$ cat config.mk
export PLATFORM = sky130hd
export DESIGN_NAME = symbol_mapper
export DESIGN_NICKNAME = d
export VERILOG_FILES = /design/src/rtl/symbol_mapper.sv
export SDC_FILE = /design/constraint.sdc
export NUM_CORES = 1
export LEC_CHECK = 0
export CORE_MARGIN = 2
export CORE_UTILIZATION = 44
export CTS_CLUSTER_DIAMETER = 30
export DETAILED_ROUTE_END_ITERATION = 7
export PLACE_DENSITY = 0.92
export SLEW_MARGIN = 20
export SYNTH_ARGS = -nofsm -noshare
export SYNTH_HDL_FRONTEND = slang
export SYNTH_SLANG_ARGS = --single-unit
$ cat constraint.sdc
create_clock -name clk -period 4.3 [get_ports clk]
set_clock_uncertainty 0.05 [all_clocks]
set_input_delay 0.43 -clock clk [delete_from_list [all_inputs] [get_ports clk]]
set_output_delay 0.43 -clock clk [all_outputs]
set_load 0.01 [all_outputs]
$ cat src/rtl/symbol_mapper.sv
// rtl/symbol_mapper.sv - byte-to-QPSK/16QAM symbol mapper with valid/ready handshake on both sides
module symbol_mapper #(
    parameter int AMP1 = 10000,
    parameter int AMP3 = 30000
) (
    input  logic               clk,
    input  logic               rst_n,
    input  logic [3:0]         mod_type,
    input  logic [7:0]         in_byte,
    input  logic               in_last,
    input  logic               in_valid,
    output logic               in_ready,
    output logic signed [15:0] sym_re,
    output logic signed [15:0] sym_im,
    output logic               sym_last,
    output logic               sym_valid,
    input  logic               sym_ready,
    output logic               err_mod
);

    typedef enum logic {IDLE, SEND} state_t;

    localparam logic signed [15:0] POS1 = 16'(AMP1);
    localparam logic signed [15:0] NEG1 = 16'(-AMP1);
    localparam logic signed [15:0] POS3 = 16'(AMP3);
    localparam logic signed [15:0] NEG3 = 16'(-AMP3);

    state_t     state, state_nx;
    logic [7:0] shreg, shreg_nx;
    logic       mode_q, mode_nx;
    logic       last_q, last_nx;
    logic [2:0] cnt, cnt_nx;
    logic       err_q, err_nx;

    logic       accept;
    logic       xfer;
    logic       supported;

    function automatic logic signed [15:0] qam_level(input logic [1:0] b);
        case (b)
            2'b00:   return NEG3;
            2'b01:   return NEG1;
            2'b10:   return POS1;
            default: return POS3;
        endcase
    endfunction

    assign sym_valid = (state == SEND);
    assign xfer      = sym_valid && sym_ready;
    assign in_ready  = (state == IDLE) || (xfer && cnt == 3'd1);
    assign accept    = in_valid && in_ready;
    assign supported = (mod_type == 4'd0) || (mod_type == 4'd1);
    assign sym_last  = sym_valid && last_q && (cnt == 3'd1);
    assign err_mod   = err_q;

    // Symbol is decoded straight from the top of the shift register, so it holds under backpressure.
    always_comb begin
        sym_re = '0;
        sym_im = '0;
        if (state == SEND) begin
            if (mode_q) begin
                sym_re = qam_level(shreg[7:6]);
                sym_im = qam_level(shreg[5:4]);
            end else begin
                sym_re = shreg[7] ? NEG1 : POS1;
                sym_im = shreg[6] ? NEG1 : POS1;
            end
        end
    end

    always_comb begin
        state_nx = state;
        shreg_nx = shreg;
        mode_nx  = mode_q;
        last_nx  = last_q;
        cnt_nx   = cnt;
        err_nx   = 1'b0;
        if (xfer) begin
            shreg_nx = mode_q ? (shreg << 4) : (shreg << 2);
            cnt_nx   = cnt - 3'd1;
            if (cnt == 3'd1)
                state_nx = IDLE;
        end
        // A new byte taken alongside the final symbol overrides the drain so there is no bubble.
        if (accept) begin
            if (supported) begin
                state_nx = SEND;
                shreg_nx = in_byte;
                mode_nx  = mod_type[0];
                last_nx  = in_last;
                cnt_nx   = mod_type[0] ? 3'd2 : 3'd4;
            end else begin
                err_nx = 1'b1;
            end
        end
    end

    always_ff @(posedge clk or negedge rst_n) begin
        if (!rst_n) begin
            state  <= IDLE;
            shreg  <= '0;
            mode_q <= 1'b0;
            last_q <= 1'b0;
            cnt    <= '0;
            err_q  <= 1'b0;
        end else begin
            state  <= state_nx;
            shreg  <= shreg_nx;
            mode_q <= mode_nx;
            last_q <= last_nx;
            cnt    <= cnt_nx;
            err_q  <= err_nx;
        end
    end

endmodule

Word-level counts from Yosys, hierarchy flattened
Index checks and enable logic that the tools add are counted.
{ "word_totals": {"regBits": 15, "out_inout_bits": 36} }
{ "classes": {"n_reduce_logical": 11, "n_bitwise": 1, "n_eq_ne": 6, "addsub": 1, "mux": 22} }
{ "ops": {"columns": ["cell", "count"], "rows": [
  ["2-to-1 mux 16 bit", 6],
  ["one-hot mux 16 bit (3 select lines)", 2],
  ["2-to-1 mux 8 bit", 4],
  ["2-to-1 mux 3 bit", 4],
  ["2-to-1 mux 1 bit", 6],
  ["logical AND 1 bit", 5],
  ["equality test 2 x 1 -> 1 bit, second input constant", 2],
  ["equality test 2 bit, second input constant", 2],
  ["equality test 4 x 1 -> 1 bit, second input constant", 1],
  ["logical NOT 2 bit", 2],
  ["logical NOT 4 bit", 1],
  ["equality test 3 x 1 -> 1 bit, second input constant", 1],
  ["subtractor 3 x 1 -> 3 bit, second input constant", 1],
  ["logical OR 1 bit", 2],
  ["AND reduction 2 bit", 1],
  ["inverter 1 bit", 1]
]} }

Logic depth before layout (Yosys ltp)
Gate-level depths: netlist of run 1.
{ "depth": {"word_depth": 5, "depth_mapped": 6, "ltp_nobuf": 5} }

Worst setup path after synthesis of run 1
Ideal clock, no wire load.
{ "synth_timing": {"path_type": "flip-flop to output port", "from": "reg state (netlist: sym_valid)", "to": "out sym_im[11]", "path_slack_ns": 2.326, "t_required_ns": 3.820, "stages_incl_launch_ff": 5, "arrival_ns": 1.494, "cell_sequence": "dfrtp_1 -> clkbuf_1 -> clkbuf_1 -> nor2b_1 -> buf_4"} }
{ "synth_via": {"elab_chain_len": 1} }
{ "synth_rtl": {"columns": ["item", "line", "source"], "rows": [
  ["start: declaration", "28", "state_t state, state_nx;"],
  ["start signal: assignment", "107", "state <= state_nx;"],
  ["2-to-1 mux 16 bit", "60", "if (state == SEND) begin"],
  ["end: declaration", "14", "output logic signed [15:0] sym_im,"]
]} }
Every way passes these cells.

Worst setup path in the final report of run 1
{ "layout_timing": {"from": "in sym_ready", "to": "out in_ready"} }
{ "layout_via": {"elab_chain_len": 3} }
{ "layout_rtl": {"columns": ["item", "line", "source"], "rows": [
  ["start: declaration", "17", "input logic sym_ready,"],
  ["logical AND 1 bit", "49", "assign xfer = sym_valid && sym_ready;"],
  ["logical AND 1 bit", "50", "assign in_ready = (state == IDLE) || (xfer && cnt == 3'd1);"],
  ["logical OR 1 bit", "50", null],
  ["end: declaration", "12", "output logic in_ready,"]
]} }
Every way passes these cells.

==> flow_metrics.env, run 1 <==
export IMPL_status="complete, no violations"
export IMPL_drive_gt1_frac=0.0942
export IMPL_ir_drop_mv=0.434
export IMPL_hold_violations=0
export IMPL_vias_per_cell=4.88
export IMPL_period_needed_ns=2.53
export IMPL_fin_crit_sh=0.588
export IMPL_grt_pass1_wl_um=3260
export IMPL_synth_largest_area_cell="dfrtp_1"
export IMPL_routed_wl_um=2130
export IMPL_yosysTopAreaCellShare=0.338
export IMPL_track_usage=0.162
export IMPL_cp_data_arrival_time_ns=2.05
export IMPL_wire_per_inst_um=12.7
export IMPL_ff2ff_path_depth=5
export IMPL_drt_iter0_markers=10
export IMPL_worstSetupPathType="in2out"
export IMPL_min_path_type="reg2reg"
export IMPL_vias=820
export IMPL_hpwl_um=1680
export IMPL_cts_resized_gates=0
export IMPL_grt_max_degree=25
export IMPL_p_per_area_nw_per_um2=761
export IMPL_core_area_um2=2430
export IMPL_post_synth_top_count_cell="buf_4"
export IMPL_die_area_um2=2940
export IMPL_cp_start_kind="primary input"
export IMPL_rsz0062_at_grt="no"
export IMPL_cts_tree="built"
export IMPL_r2r_start="cnt[1]"
export IMPL_h_tree_depth=1
export IMPL_drt_pre_antenna_iters=4
export IMPL_die_h_um=54.3
export IMPL_die_w_um=54.3
export IMPL_cp_endpoint="in_ready"
export IMPL_fin_nets=158
export IMPL_ys_flop_type="dfrtp_1"
export IMPL_yosysWarnings=0
export IMPL_port_buffers=44
export IMPL_cts_inserted_buffers=3
export IMPL_cts_hold_buf=0
export IMPL_netlist_top_cells_count="24 x buf_4, 15 x dfrtp_1, 14 x a21oi_1"
export IMPL_cts_setup_buffers=0
export IMPL_async_reset_ff_frac=1.00
export IMPL_clk_latency_ns=0.27
export IMPL_fmax_mhz=395
export IMPL_crit_fanout=11
export IMPL_p_leak_nw=0.615
export IMPL_clkSlewWorstSetupHoldPaths_ns=0.08
export IMPL_slew_violations=0
export IMPL_setup_viol=0
export IMPL_startpoint="sym_ready"
export IMPL_cap_violations=0
export IMPL_ys_seq_area_frac=0.338
export IMPL_setup_tns_ns=0
export IMPL_top_level_ports=53
export IMPL_critPathCaptureType="output pin"
export IMPL_syn_avg_cell_area_um2=9.83
export IMPL_rows=18
export IMPL_grt_pass1_vias=778
export IMPL_netlist_instances=113
export IMPL_worstMarginPinSlew_ns=0.661
export IMPL_antenna_left=0
export IMPL_syn_to_final_growth_pct=27.8
export IMPL_clockBufferDepth=2
export IMPL_synth_area_um2=1110
export IMPL_reg2reg_to="last_q"
export IMPL_diodes=0
export IMPL_ys_types=24
export IMPL_ys_seq_elements=15
export IMPL_antenna_found_initial=0
export IMPL_max_slew_margin=0.559
export IMPL_synth_area_top_cells="dfrtp_1 34%, buf_4 16%, mux2i_1 9.0%"
export IMPL_synth_edf_count=0
export IMPL_routabilityCongestion=0.773
export IMPL_required_ns=3.82
export IMPL_overflow=0
export IMPL_cts_sinks=15
export IMPL_initial_core_util=0.457
export IMPL_drcViolationCount=0
export IMPL_cts_root_buf="clkbuf_4"
export IMPL_fin_util=0.584
export IMPL_ff2ff_setup_slack_ns=2.46
[state kept, by name (all words and copies together) (netlist names)]
name,cells
mode_q,1
cnt,3
last_q,1
shreg,8
err_mod,1
sym_valid,1
[placed cells by master (no fill, tap or decap), drive strengths merged]
| cell | count |
|---|---|
| xor2 | 1 |
| nand3 | 1 |
| and2 | 5 |
| nor2 | 1 |
| nor2b | 5 |
| and4b | 3 |
| xnor2 | 2 |
| o311a | 1 |
| mux2 | 7 |
| mux2i | 10 |
| conb | 8 |
| a21oi | 15 |
| dfrtp | 15 |
| nand3b | 1 |
| nand2 | 5 |
| clkdlybuf4s50 | 44 |
| ha | 2 |
| clkbuf | 4 |
| or4b | 1 |
| inv | 7 |
[report_power, final]
part | internal (mW) | leakage [nW] | total [mW] | switching, mW
sequential | 0.202 | 0.184 | 0.288 | 0.0863
combinational | 0.434 | 0.416 | 0.716 | 0.282
clock | 0.0359 | 0.0150 | 0.0773 | 0.0414
[critical path, stage by stage]
cell,delay (ns)
clkdlybuf4s50_1,0.69
nand3b_1,0.21
nand2_1,0.16
clkdlybuf4s50_1,0.57
[per-layer routing]
metal | vias up | global-route usage | share of wire
met1 | 377 | 0.148 | 0.37
li1 | 394 | - | -
met3 | 4 | 0.0246 | 0.069
met2 | 45 | 0.315 | 0.54
met5 | - | 0 | 0
met4 | 0 | 0.117 | 0.025
[metrics by stage]
stage	cell area [um^2]	hold slack (ns)	power, mW	worst slack [ns]	instances
final	1420	0.476	1.08	1.77	168
after detailed placement	1390	0.462	1.01	1.78	164
after floorplan	1140	0.0844	0.765	2.33	120
after CTS	1420	0.482	1.09	1.76	168
after global placement	1390	0.434	0.978	1.85	164
after global routing	1420	0.502	1.17	1.68	168
[logic make-up (layout without fill, tap and decap cells)]
logic type | Yosys count | count (layout) | share of synthesized area
adders and majority gates | 2 | 2 | 0.0225
buffers and inverters | 37 | 55 | 0.223
and+or+nand+nor | 22 | 22 | 0.127
other | 1 | 8 | 0.00338
DFF | 15 | 15 | 0.338
muxes | 17 | 17 | 0.175
xor gates and xnor gates | 3 | 3 | 0.0237
AOI/OAI and AO/OA | 16 | 16 | 0.0878
[worst min path at each step]
stage,slack [ns],cells after the start,startpoint,endpoint
6_report,0.48,1,last_q,last_q
5_1_grt,0.50,1,last_q,last_q
2_1_floorplan,0.08,0,rst_n,cnt[0]
3_3_place_gp,0.43,1,last_q,last_q
3_5_place_dp,0.46,1,last_q,last_q
4_1_cts,0.48,1,last_q,last_q
[layout make-up]
cell class	count	area (um^2)
Tap cell	30	37.5
Multi-Input combinational cell	68	514
Inverter	7	26.3
Fill cell	220	1010
Sequential cell	15	375
Clock buffer	4	26.3
Timing Repair Buffer	44	440
Power figures use the tool's default switching activity.
==> inputs of run 2 (changes only) <==
Settings changed: CORE_UTILIZATION 44 to 40, PLACE_DENSITY 0.92 to 0.85.
Clock period 4.3 ns to 2.48 ns, I/O delays scaled along.
==> flow_metrics.env, run 2 (synthesis results as in run 1) <==
export IMPL_routed_wl_um=2120
export IMPL_cts_hold_buf=0
export IMPL_hold_violations=0
export IMPL_cts_tree="built"
export IMPL_clkSlewWorstSetupHoldPaths_ns=0.09
export IMPL_hpwl_um=1640
export IMPL_cts_root_buf="clkbuf_4"
export IMPL_antenna_left=0
export IMPL_setup_viol=0
export IMPL_period_needed_ns=2.30
export IMPL_ir_drop_mv=0.932
export IMPL_cp_start_kind="flop"
export IMPL_grt_pass1_wl_um=3710
export IMPL_cts_resized_gates=0
export IMPL_clk_latency_ns=0.28
export IMPL_worstSetupPathType="reg2out"
export IMPL_layout_commonest_cell="clkdlybuf4s50_1"
export IMPL_drt_iter0_markers=12
export IMPL_grt_pass1_vias=800
export IMPL_h_tree_depth=1
export IMPL_r2r_start="cnt[1]"
export IMPL_cp_data_arrival_time_ns=2.00
export IMPL_min_path_type="in2async"
export IMPL_fin_crit_sh=0.927
export IMPL_cp_endpoint="sym_im[15]"
export IMPL_critPathCaptureType="output pin"
export IMPL_routabilityCongestion=0.830
export IMPL_core_area_um2=2690
export IMPL_worstMarginPinSlew_ns=0.684
export IMPL_reg2reg_to="mode_q"
export IMPL_top_regs="shreg (8), cnt (3)"
export IMPL_slew_violations=0
export IMPL_cts_inserted_buffers=3
export IMPL_ff2ff_setup_slack_ns=0.68
export IMPL_ff2ff_path_depth=5
export IMPL_setup_ws_ns=0.181
export IMPL_vias_per_cell=4.77
export IMPL_track_usage=0.147
export IMPL_p_leak_nw=0.625
export IMPL_drive_gt1_frac=0.107
export IMPL_cts_setup_buffers=0
export IMPL_placed_cells=167
export IMPL_top_level_ports=53
export IMPL_crit_fanout=12
export IMPL_diodes=0
export IMPL_status="complete, no violations"
export IMPL_cap_violations=0
export IMPL_p_per_area_nw_per_um2=1300
export IMPL_port_buffers=44
export IMPL_die_area_um2=3220
export IMPL_required_ns=2.18
export IMPL_overflow=0
export IMPL_largest_register_ffs=8
export IMPL_die_h_um=56.7
export IMPL_stdcell_count=171
export IMPL_whs_ns=0.323
export IMPL_mostFrequentLayoutCells="44 x clkdlybuf4s50_1, 15 x dfrtp_1, 14 x a21oi_1"
export IMPL_vias=816
export IMPL_drcViolationCount=0
export IMPL_fmax_mhz=435
export IMPL_drt_pre_antenna_iters=4
export IMPL_rows=19
export IMPL_grt_max_degree=25
export IMPL_setup_tns_ns=0
export IMPL_syn_to_final_growth_pct=29.3
export IMPL_initial_core_util=0.414
export IMPL_clockBufferDepth=2
export IMPL_rsz0062_at_grt="no"
export IMPL_cts_sinks=15
export IMPL_antenna_found_initial=0
export IMPL_startpoint="mode_q"
export IMPL_max_slew_margin=0.542
export IMPL_dp_slack_ns=0.249
export IMPL_die_w_um=56.7
export IMPL_top_register="shreg"
export IMPL_wire_per_inst_um=12.4
export IMPL_fin_nets=160
==> run 2: where the power goes <==
part	internal [mW]	total, mW	switching, mW
Combinational	0.752	1.23	0.476
Sequential	0.350	0.500	0.151
Clock	0.0624	0.141	0.0788
Total	1.16	1.87	0.705
==> run 2: stage by stage <==
stage / power, mW / area [um^2] / util
6_report: 1.87 / 1440 / 0.535
5_1_grt: 2.01 / 1440 / 0.535
4_1_cts: 1.89 / 1440 / 0.535
3_5_place_dp: 1.75 / 1410 / 0.525
3_3_place_gp: 1.70 / 1410 / 0.525
2_1_floorplan: 1.33 / 1140 / -
==> run 2: final cells by class <==
cell class,instances,area (um^2)
clock buffer,4,26.3
fill,246,1250
inverter,7,26.3
multi-input combinational,68,514
sequential,15,375
tap,31,38.8
timing repair buffer,46,455
==> run 2: metal layers <==
metal | global-route usage | vias up | part of all wire
li1 | - | 399 | -
met1 | 0.168 | 383 | 0.40
met5 | 0 | - | 0
met3 | 0.0138 | 2 | 0.058
met2 | 0.267 | 32 | 0.53
met4 | 0.0714 | 0 | 0.013
==> run 2: how the worst min path moves through the flow <==
stage                       from        to  slack, ns  depth (start not counted)
after floorplan            rst_n    cnt[0]       -0.1                          0
after global placement    last_q    last_q       0.43                          1
after detailed placement  last_q    last_q       0.44                          1
after CTS                  rst_n  shreg[4]       0.35                          1
after global routing       rst_n  shreg[6]       0.37                          1
final                      rst_n    last_q       0.32                          1
==> run 2: critical path, cell delays in order (launching register included) <==
cell,delay [ns]
dfrtp_1,0.56
nor2b_1,0.21
a21oi_1,0.07
nor2b_1,0.27
clkdlybuf4s50_1,0.60
